`config.mk`:
```
export PLATFORM = sky130hd
export DESIGN_NAME = fir_pwm_dac_flat
export DESIGN_NICKNAME = d
export VERILOG_FILES = /design/src/rtl/fir_pkg.sv /design/src/rtl/fir_pwm_dac_if.sv /design/src/rtl/fir_pwm_dac_pwm_core.sv /design/src/rtl/fir_pwm_dac.sv /design/src/flat_wrapper.sv
export SDC_FILE = /design/constraint.sdc
export NUM_CORES = 1
export LEC_CHECK = 0
export CAP_MARGIN = 0
export CORE_UTILIZATION = 45
export DETAILED_ROUTE_END_ITERATION = 8
export PLACE_DENSITY = 0.95
export REMOVE_ABC_BUFFERS = 1
export SLEW_MARGIN = 30
export SYNTH_ARGS = -nofsm -noshare
export SYNTH_HDL_FRONTEND = slang
export SYNTH_HIERARCHICAL = 1
export SYNTH_SLANG_ARGS = --single-unit
```
`constraint.sdc`:
```
create_clock -name clk -period 5.6 [get_ports clk]
set_clock_uncertainty 0.05 [all_clocks]
set_input_delay 1.12 -clock clk [delete_from_list [all_inputs] [get_ports clk]]
set_output_delay 1.12 -clock clk [all_outputs]
set_load 0.05 [all_outputs]
```
`src/rtl/fir_pkg.sv`:
```
// Shared defaults for the FIR output stage and its PWM DAC; also imported by fir_n benches.
package fir_pkg;
    localparam int unsigned N_DEFAULT        = 32;
    localparam int unsigned SHIFT_DEFAULT    = 10;
    localparam int unsigned PWM_BITS_DEFAULT = 8;
    localparam int unsigned MIDSCALE         = 1 << (PWM_BITS_DEFAULT - 1);
endpackage

```
`src/rtl/fir_pwm_dac_if.sv`:
```
// Sample-side bus from the FIR/clock-divider domain into the PWM DAC.
interface fir_pwm_dac_if
    import fir_pkg::*;
#(
    parameter int unsigned N = N_DEFAULT
);
    logic                clk_d;
    logic                ena;
    logic signed [N-1:0] y_in;

    modport master (output clk_d, ena, y_in);
    modport slave  (input  clk_d, ena, y_in);
endinterface

```
`src/rtl/fir_pwm_dac_pwm_core.sv`:
```
// Free-running PWM counter, active duty register and registered compare.
module pwm_core #(
    parameter int unsigned PWM_BITS = 8
) (
    input  logic                clk,
    input  logic                rst,
    input  logic                load,
    input  logic [PWM_BITS-1:0] load_val,
    output logic                wrap,
    output logic [PWM_BITS-1:0] duty,
    output logic                pwm_out
);
    localparam logic [PWM_BITS-1:0] MID = {1'b1, {(PWM_BITS-1){1'b0}}};

    logic [PWM_BITS-1:0] cnt;

    // wrap marks the last count of the period; the new duty takes effect as cnt returns to 0
    assign wrap = (cnt == '1);

    always_ff @(posedge clk or negedge rst) begin
        if (!rst) begin
            cnt     <= '0;
            duty    <= MID;
            pwm_out <= 1'b0;
        end else begin
            cnt     <= cnt + 1'b1;
            pwm_out <= (cnt < duty);
            if (load)
                duty <= load_val;
        end
    end
endmodule

```
`src/rtl/fir_pwm_dac.sv`:
```
// FIR sample to PWM DAC: scale, saturate, offset-binary, double-buffered duty.
// Build option: define FIR_PWM_STATS_EN to implement sat_count/overrun_count.
module fir_pwm_dac
    import fir_pkg::*;
#(
    parameter int unsigned N        = N_DEFAULT,
    parameter int unsigned SHIFT    = SHIFT_DEFAULT,
    parameter int unsigned PWM_BITS = PWM_BITS_DEFAULT
) (
    input  logic                clk,
    input  logic                rst,
    fir_pwm_dac_if.slave        smp,
    output logic                pwm_out,
    output logic [PWM_BITS-1:0] duty,
    output logic                sat_pulse,
    output logic [15:0]         sat_count,
    output logic [7:0]          overrun_count
);
    localparam logic signed [N-1:0] SAT_MAX = N'((2 ** (PWM_BITS - 1)) - 1);
    localparam logic signed [N-1:0] SAT_MIN = N'(-(2 ** (PWM_BITS - 1)));

    logic                clk_d_q;
    logic                sample_evt;
    logic                wrap;
    logic                clip;
    logic                pending_valid;
    logic                duty_load;
    logic signed [N-1:0] scaled;
    logic [PWM_BITS-1:0] new_duty;
    logic [PWM_BITS-1:0] pending;
    logic [PWM_BITS-1:0] load_val;

    always_comb begin
        sample_evt = smp.clk_d & ~clk_d_q & smp.ena;
        scaled     = smp.y_in >>> SHIFT;
        clip       = 1'b0;
        // in-range values become offset-binary by flipping the sign bit
        if (scaled > SAT_MAX) begin
            new_duty = '1;
            clip     = 1'b1;
        end else if (scaled < SAT_MIN) begin
            new_duty = '0;
            clip     = 1'b1;
        end else begin
            new_duty = {~scaled[PWM_BITS-1], scaled[PWM_BITS-2:0]};
        end
        duty_load = wrap & (sample_evt | pending_valid);
        load_val  = sample_evt ? new_duty : pending;
    end

    always_ff @(posedge clk or negedge rst) begin
        if (!rst) begin
            clk_d_q       <= 1'b0;
            sat_pulse     <= 1'b0;
            pending       <= '0;
            pending_valid <= 1'b0;
        end else begin
            clk_d_q   <= smp.clk_d;
            sat_pulse <= sample_evt & clip;
            if (sample_evt && !wrap) begin
                pending       <= new_duty;
                pending_valid <= 1'b1;
            end else if (wrap) begin
                pending_valid <= 1'b0;
            end
        end
    end

`ifdef FIR_PWM_STATS_EN
    always_ff @(posedge clk or negedge rst) begin
        if (!rst) begin
            sat_count     <= '0;
            overrun_count <= '0;
        end else begin
            if (sample_evt && clip && sat_count != '1)
                sat_count <= sat_count + 16'd1;
            if (sample_evt && !wrap && pending_valid && overrun_count != '1)
                overrun_count <= overrun_count + 8'd1;
        end
    end
`else
    assign sat_count     = '0;
    assign overrun_count = '0;
`endif

    pwm_core #(
        .PWM_BITS (PWM_BITS)
    ) u_core (
        .clk      (clk),
        .rst      (rst),
        .load     (duty_load),
        .load_val (load_val),
        .wrap     (wrap),
        .duty     (duty),
        .pwm_out  (pwm_out)
    );
endmodule

```
`src/flat_wrapper.sv`:
```
// flat-port wrapper written by rule: the top's interface ports become plain ports
module fir_pwm_dac_flat import fir_pkg::*;
#(
    parameter int unsigned N        = N_DEFAULT,
    parameter int unsigned SHIFT    = SHIFT_DEFAULT,
    parameter int unsigned PWM_BITS = PWM_BITS_DEFAULT
)
  (clk, rst, pwm_out, duty, sat_pulse, sat_count, overrun_count, smp_clk_d, smp_ena, smp_y_in);
  fir_pwm_dac_if #(.N(N)) smp_i ();
  input  logic clk;
  input  logic rst;
  output logic pwm_out;
  output logic [PWM_BITS-1:0] duty;
  output logic sat_pulse;
  output logic [15:0] sat_count;
  output logic [7:0] overrun_count;
  input wire logic [$bits(smp_i.clk_d)-1:0] smp_clk_d;
  input wire logic [$bits(smp_i.ena)-1:0] smp_ena;
  input wire logic [$bits(smp_i.y_in)-1:0] smp_y_in;
  assign smp_i.clk_d = smp_clk_d;
  assign smp_i.ena = smp_ena;
  assign smp_i.y_in = smp_y_in;
  fir_pwm_dac #(.N(N), .SHIFT(SHIFT), .PWM_BITS(PWM_BITS)) u_core (.clk(clk), .rst(rst), .smp(smp_i), .pwm_out(pwm_out), .duty(duty), .sat_pulse(sat_pulse), .sat_count(sat_count), .overrun_count(overrun_count));
endmodule
```
-- Yosys cells after proc, flatten, opt, wreduce, memory -nomap -nowiden
Index checks and enable logic that the tools add are counted.
- bits in registers: 28
- input bits: 36
- output and inout bits: 34
- word-level logic and storage cells: 29
- add/sub/neg operators: 1
- $lt $le $gt $ge: 3
- eq/ne operators: 1
- multiplexer cells: 7
- bitwise gates (word level): 7
- reduce and logical (&&, ||, !) cells: 3
- operators with widths (kind ; count):
    $mux 8 ; 3
    $gt 22x8->1 const B ; 1
    $lt 22x8->1 const B ; 1
    $add 8x1->8 const B ; 1
    $eq 8x8->1 const B ; 1
    $lt 8x8->1 ; 1
    $and 1x1->1 ; 4
    $mux 1 ; 4
    $not 1->1 ; 2
    $reduce_bool 2->1 ; 1
    $logic_and 1x1->1 ; 1
    $logic_not 1->1 ; 1
    $or 1x1->1 ; 1

-- Depth between registers and ports, before layout
Gate-level depths: netlist of run 1.
- word-level depth: 5
- gate-level depth with buffers: 7
- mapped depth without buffers: 6

-- Cells and area by module
The synthesis of run 1 kept the hierarchy.
- by module, submodules not included (module ; times used ; cells each ; area each (µm²) ; seq. area each (µm²)):
    fir_pwm_dac ; 1 ; 77 ; 805.8 ; 275.3
    pwm_core ; 1 ; 77 ; 799.5 ; 426.7

-- Least setup slack after synthesis of run 1
No wires, ideal clock.
- path type: input port to flip-flop
- from: input port smp_ena
- to: register u_core.u_core.duty[0]
- library setup time: 125 ps
- arrival: 2233 ps
- data required time: 5425 ps
- slack: 3192 ps
- stages on the path: 4
- path buffers: 1
- cells stage by stage: nand3b_4 -> clkbuf_1 -> a21boi_0 -> mux2_2
- word-level cells in the longest chain between the ends: 3
- elaborated cells on any way between the ends: 4
- classes of those cells: 1 x mux; 3 x bitwise
- ends and longest elaborated chain (item ; line ; text):
    from (decl) ; flat_wrapper.sv:18 ; input wire logic [$bits(smp_i.ena)-1:0] smp_ena;
    $and 1x1->1 ; fir_pwm_dac.sv:34 ; sample_evt = smp.clk_d & ~clk_d_q & smp.ena;
    $or 1x1->1 ; fir_pwm_dac.sv:47 ; duty_load = wrap & (sample_evt | pending_valid);
    $and 1x1->1 ; fir_pwm_dac.sv:47 ;
    named net u_core.duty_load ; fir_pwm_dac.sv:27 ; logic duty_load;
    to (signal assigned) ; fir_pwm_dac_pwm_core.sv:29 ; duty <= load_val;
    to (decl) ; fir_pwm_dac_pwm_core.sv:10 ; output logic [PWM_BITS-1:0] duty,
The timed path passes the listed nets, and every way through them passes these cells.
A chain may end at the register's enable or synchronous reset.

-- Final worst setup path of run 1
- from: input port smp_clk_d
- to: register u_core.u_core.duty[0]
- word-level cells in the longest chain between the ends: 4
- elaborated cells on any way between the ends: 5
- classes of those cells: 1 x mux; 4 x bitwise
- ends and longest elaborated chain (item ; line ; text):
    from (decl) ; flat_wrapper.sv:17 ; input wire logic [$bits(smp_i.clk_d)-1:0] smp_clk_d;
    $and 1x1->1 (2 in a row) ; fir_pwm_dac.sv:34 ;
    $or 1x1->1 ; fir_pwm_dac.sv:47 ;
    $and 1x1->1 ; fir_pwm_dac.sv:47 ;
    named net u_core.duty_load ; fir_pwm_dac.sv:27 ;
The timed path passes the listed nets, and every way through them passes these cells.

==> metrics, run 1 <==
vias post-DR=1276; CTS Hold Bufs=0; RSZ-0062 raised after global routing=false; CTS buffer count=3; Leakage=0.889 nW; GRT overflow=0; crit path from=smp_clk_d; synthesized area=1610 um^2; 1st-iter DRT viols=28; Nets=236; Yosys Warn Count=6; drt pass-1 iters=4; TritonCTS clock tree=done; Filler Cells Inserted=298; max frequency=0.340 GHz; vias in the first global route=1208; Sum Neg Setup Slack=0 ns; row count=21; wire per inst=~13 um; Worst Max-Slew Pin Slew=~0.73 ns; Tcrit/Tclk final=a little over half; die width=61.7 um; Cells after Synth=154; antenna-violating nets left=0; Max Cap Viol=0; commonest non-fill, non-tap cell in the layout=clkdlybuf4s50_1; Via density=between 5 and 6; Chip Height=61.7 um; CTS sink cnt=28; DP Wirelength=2320 um; min-delay src=u_core/pending[7]$_DFFE_PN0P_; largest net degree at the start of global routing=29; multi-input logic area=756 um^2; worst vdd ir=approximately 0.16 mV; CP Class=in -> reg; CTS root buf=clkbuf_4; arrival time at the worst endpoint=3.14 ns; #FFs+latches synth=28; total global-route track usage=a little under a fifth; register area share after synthesis=43.7%; clock slew at reported path FFs=0.15 ns; drt drc=0; first-pass GRT wire length=5230 um; initial antenna violation count=0; Final Wtd Congestion=0.786; register area=702 um^2; post-layout min period=2.94 ns; Slew headroom=between 50% and 60%; Avg Cell Area, Syn=10.4 um^2; Routed WL=around 3100 um; # IOs=70; critical path fanouts, max=15; Worst EP required=between 5 and 6 ns; clk buf depth=2; worst skew pair latency=0.34 ns; most frequent cells in the layout=clkdlybuf4s50_1 (35), dfrtp_1 (27), conb_1 (24); post-layout power=roughly 400 uW; Core ar.=3390 um^2; initial core utilization=47.4%; endpoint class of the critical path=flip-flop; layout cells sized above 1=approximately 11%; PortBufs=35; P&R area growth vs syn=20.9%; setup bufs post-CTS=0; r2r worst-path depth=6; Final setup viols=0; Die ar.=3810 um^2; pwr dens=about 210 nW/um^2; worst min path class=reg -> reg; CTS resizes=0; CP Launch Type=primary input; Ant. Diodes=0; status=completed; H-Tree Depth=1; Netlist cell types=33; RR Startpoint=u_core/u_core/cnt[0]$_DFF_PN0_; Pins Over Slew Limit=0; Worst Setup EP=u_core/u_core/duty[0]$_DFFE_PN0P_; RR Endpoint=u_core/u_core/duty[0]$_DFFE_PN0P_; Final Hold Violating Endpoints=0; reg2reg setup slack=3.21 ns
==> synthesized netlist by cell type <==
cell | number | area, um^2
nand3_2 | 1 | 10.0
buf_4 | 24 | 180
a21oi_1 | 5 | 25.0
o211ai_1 | 1 | 7.51
a21boi_0 | 1 | 7.51
o21ai_0 | 10 | 50.1
nor3_2 | 2 | 20.0
nand3b_4 | 1 | 20.0
conb_1 | 1 | 3.75
mux2_2 | 1 | 11.3
xnor2_1 | 3 | 26.3
inv_1 | 9 | 33.8
nand2_1 | 13 | 48.8
o21ba_2 | 1 | 10.0
nand4_1 | 4 | 25.0
a221o_1 | 8 | 80.1
clkbuf_1 | 1 | 3.75
or2_4 | 1 | 8.76
nor2_1 | 6 | 22.5
xor2_1 | 3 | 26.3
nor2b_1 | 1 | 6.26
nand3_1 | 5 | 25.0
ha_1 | 8 | 100
buf_2 | 1 | 5.00
buf_6 | 1 | 11.3
o41a_1 | 1 | 11.3
nor4_1 | 3 | 18.8
nor2_4 | 2 | 22.5
and4_1 | 1 | 8.76
a221o_2 | 6 | 67.6
dfstp_2 | 1 | 26.3
dfrtp_1 | 27 | 676
and3_1 | 1 | 6.26
==> final cells by class <==
class,count,share of cell area (%)
multi-input combinational,113,38.9
sequential,28,36.2
timing repair buffer,37,18.8
tap,46,2.97
inverter,9,1.74
clock buffer,4,1.35
==> registers in the layout, summed over array words and instances, names as in the netlist <==
register	cells
u_core/pending	8
u_core/u_core/cnt	8
u_core/u_core/duty	8
u_core/clk_d_q	1
u_core/pending_valid	1
u_core/sat_pulse	1
u_core/u_core/pwm_out	1
==> power by group <==
part	internal [mW]	switching [mW]
clock network	0.0280	0.0590
logic	0.0367	0.0571
registers	0.213	0.00612
total	0.278	0.122
==> kinds of logic after synthesis <==
| group | share of synthesized area, % |
|---|---|
| mux | 0.701 |
| buf+inv | 14.6 |
| other cells | 0.234 |
| xor+xnor | 3.27 |
| flops | 43.7 |
| fa+ha+maj | 6.24 |
| simple gates | 15.1 |
| compound gates | 16.1 |
==> worst min-delay path by stage <==
| stage | endpoint | slack (ns) | depth (start not counted) |
|---|---|---|---|
| floorplan | u_core/pending[7]$_DFFE_PN0P_ | 0.40 | 2 |
| global placement | u_core/pending[7]$_DFFE_PN0P_ | 0.41 | 2 |
| detailed placement | u_core/pending[7]$_DFFE_PN0P_ | 0.42 | 2 |
| CTS | u_core/pending[7]$_DFFE_PN0P_ | 0.45 | 2 |
| global route | u_core/pending[7]$_DFFE_PN0P_ | 0.47 | 2 |
| finish | u_core/pending[7]$_DFFE_PN0P_ | 0.45 | 2 |
==> worst max-delay path: stages <==
cell and delay [ns]:
clkdlybuf4s50_1 0.53, nand3b_4 0.21, a21boi_0 0.66, buf_4 0.29
mux2_2 0.34
==> layer usage <==
| metal | share of wire [%] | track usage (%) |
|---|---|---|
| met5 | 0 | 0 |
| met4 | 2.4 | 9.84 |
| met3 | 6.5 | 5.38 |
| met2 | 50 | 31.5 |
| met1 | 41 | 22.7 |
==> stage by stage <==
step                      cell area (um^2)  worst slack (ns)  instances  hold slack (ns)  utilization [%]
after CTS                             1940              2.68        237            0.451             57.3
after floorplan                       1490              2.93        150            0.400                -
final                                 1940              2.66        237            0.447             57.3
after global placement                1910              2.39        233            0.412             56.5
after detailed placement              1910              2.35        233            0.421             56.5
after global routing                  1940              2.59        237            0.475             57.3
No activity file was read; power rests on OpenSTA's default activity.
==> run 2: changes to the inputs <==
--- a/config.mk
+++ b/config.mk
@@ -6,9 +6,9 @@
 export NUM_CORES = 1
 export LEC_CHECK = 0
 export CAP_MARGIN = 0
-export CORE_UTILIZATION = 45
+export CORE_UTILIZATION = 42
 export DETAILED_ROUTE_END_ITERATION = 8
-export PLACE_DENSITY = 0.95
+export PLACE_DENSITY = 0.91
 export REMOVE_ABC_BUFFERS = 1
 export SLEW_MARGIN = 30
 export SYNTH_ARGS = -nofsm -noshare
==> constraint.sdc (replaced) <==
create_clock -name clk -period 2.75 [get_ports clk]
set_clock_uncertainty 0.05 [all_clocks]
set_input_delay 0.55 -clock clk [delete_from_list [all_inputs] [get_ports clk]]
set_output_delay 0.55 -clock clk [all_outputs]
set_load 0.05 [all_outputs]
==> run 2 against run 1 <==
Compared with the run above: die area increased by 6.9%; combinational power increased by 100%; total power is 140% higher; global-route usage decreased by 2.6 points; critical path depth decreased by 4; routed wire length fell by 0.84%; largest cell class unchanged; largest power group unchanged.
==> metrics, run 2 (same netlist as run 1, synthesis figures left out) <==
Worst Hold Depth=1 (-1); antenna-violating nets left=0 (unchanged); Sum Neg Setup Slack=0 ns (unchanged); r2r worst-path depth=6 (unchanged); initial antenna violation count=0 (unchanged); arrival time at the worst endpoint=1.59 ns (-1.55 ns); WP buf/inv=1 (-1); # IOs=70 (unchanged); min-delay src=u_core/u_core/cnt[0]$_DFF_PN0_; Routed WL=3060 um (-0.84%); Slew headroom=66.8% (+16 points); GRT overflow=0 (unchanged); Via density=5.14 (-4.5%); endpoint class of the critical path=primary output; CP Launch Type=flip-flop; critical path, cell by cell=clkdlybuf4s50_1; total global-route track usage=16.4% (-2.6 points); PortBufs=35 (unchanged); CTS resizes=0 (unchanged); CP Class=reg -> out; Core ar.=3660 um^2 (+8.0%); die width=63.8 um (+3.4%); pwr dens=480 nW/um^2 (+130%); vias post-DR=1229 (-3.7%); clock slew at reported path FFs=0.09 ns (-0.06 ns); Chip Height=63.8 um (+3.4%); Pins Over Slew Limit=0 (unchanged); CTS Hold Bufs=0 (unchanged); Leakage=0.909 nW (+2.3%); 1st-iter DRT viols=26 (-7.1%); stages on the worst setup path=1 (-4); drt pass-1 iters=4 (unchanged); Largest regs=u_core/pending: 8 flops, u_core/u_core/cnt: 8 flops, u_core/u_core/duty: 8 flops; H-Tree Depth=1 (unchanged); Max stage delay on crit path=0.79 ns (+0.13 ns); first-pass GRT wire length=5220 um (-0.27%); Max Cap Viol=0 (unchanged); worst vdd ir=0.324 mV (+99%); Tcrit/Tclk final=a little under 80%; Worst EP required=2.15 ns (-3.64 ns); vias in the first global route=1186 (-1.8%); most frequent cells in the layout=clkdlybuf4s50_1 (35), dfrtp_1 (27), conb_1 (24); max frequency=roughly 0.46 GHz; CTS sink cnt=28 (unchanged); clk buf depth=2 (unchanged); Final setup viols=0 (unchanged); Nets=236 (unchanged); crit path from=u_core/u_core/duty[7]$_DFFE_PN1P_; slowest cell on the critical path=clkdlybuf4s50_1; critical path fanouts, max=2 (-13); hold_ws=0.457 ns (+0.00944 ns); commonest non-fill, non-tap cell in the layout=clkdlybuf4s50_1; P&R area growth vs syn=23.9%; TritonCTS clock tree=done; drt drc=0 (unchanged); largest net degree at the start of global routing=29 (unchanged); post-layout min period=2.19 ns; worst min path class=reg -> reg; Die ar.=4070 um^2 (+6.9%); Final Wtd Congestion=0.811 (+3.2%); worst skew pair latency=0.27 ns (-0.07 ns); status=completed; DP Wirelength=2330 um (+0.67%); row count=22 (+4.8%); initial core utilization=43.8% (-3.5 points); layout cells sized above 1=11.5% (+0.52 points); family with the most delay on the worst path=buffers and inverters; wire per inst=12.8 um (-1.7%); Ant. Diodes=0 (unchanged); RSZ-0062 raised after global routing=false; CTS buffer count=3 (unchanged); setup bufs post-CTS=0 (unchanged); RR Startpoint=u_core/u_core/cnt[0]$_DFF_PN0_; Worst Max-Slew Pin Slew=0.496 ns (-0.234 ns); CTS root buf=clkbuf_8; Final Hold Violating Endpoints=0 (unchanged)
[run 2: cell types whose count changed in the layout (fill, tap and decap cells not counted), sizes merged]
cell    delta
bufinv     +1
clkbuf     -1
[run 2: metal layers]
layer  vias to the layer above  share of wire, %  GRT usage (%)
met5                         -                 0              0
met4                         0              0.91           3.69
met3                         4               7.3           4.11
met2                        56                52           29.0
met1                       588                40           20.0
li1                        581                 -              -
[run 2: layout make-up]
type	instances	area, um^2
tap	48	60.1
sequential	28	702
clock buffer	3	41.3
inverter	9	33.8
fill	333	1670
timing repair buffer	37	365
clock inverter	1	30.0
multi-input combinational	113	756
[run 2: worst paths after layout]
check | slack (ns) | to
setup reg to reg | 0.88 | u_core/pending[6]$_DFFE_PN0P_
min in group asynchronous | 0.60 | u_core/pending[4]$_DFFE_PN0P_
hold reg to reg | 0.46 | u_core/u_core/cnt[0]$_DFF_PN0_
hold / removal | 0.46 | u_core/u_core/cnt[0]$_DFF_PN0_
max in group asynchronous | 1.75 | u_core/u_core/duty[7]$_DFFE_PN1P_
setup / recovery | 0.56 | duty[7]
[run 2: power by group]
group | leakage (nW) | internal (mW) | switching (mW) | total (mW)
Sequential | 0.314 | 0.434 | 0.0134 | 0.447
Combinational | 0.560 | 0.0747 | 0.118 | 0.192
Clock | 0.0357 | 0.195 | 0.119 | 0.314
[run 2: per-stage QoR]
step / setup slack, ns / utilization (%) / area, um^2 / cells / power, mW
after floorplan: 0.550 / - / 1490 / 150 / 0.580
after global routing: 0.523 / 54.3 / 1990 / 239 / 0.994
final: 0.562 / 54.3 / 1990 / 239 / 0.953
after global placement: 0.380 / 52.4 / 1920 / 235 / 0.640
after CTS: 0.545 / 54.3 / 1990 / 239 / 0.961
after detailed placement: 0.338 / 52.4 / 1920 / 235 / 0.646
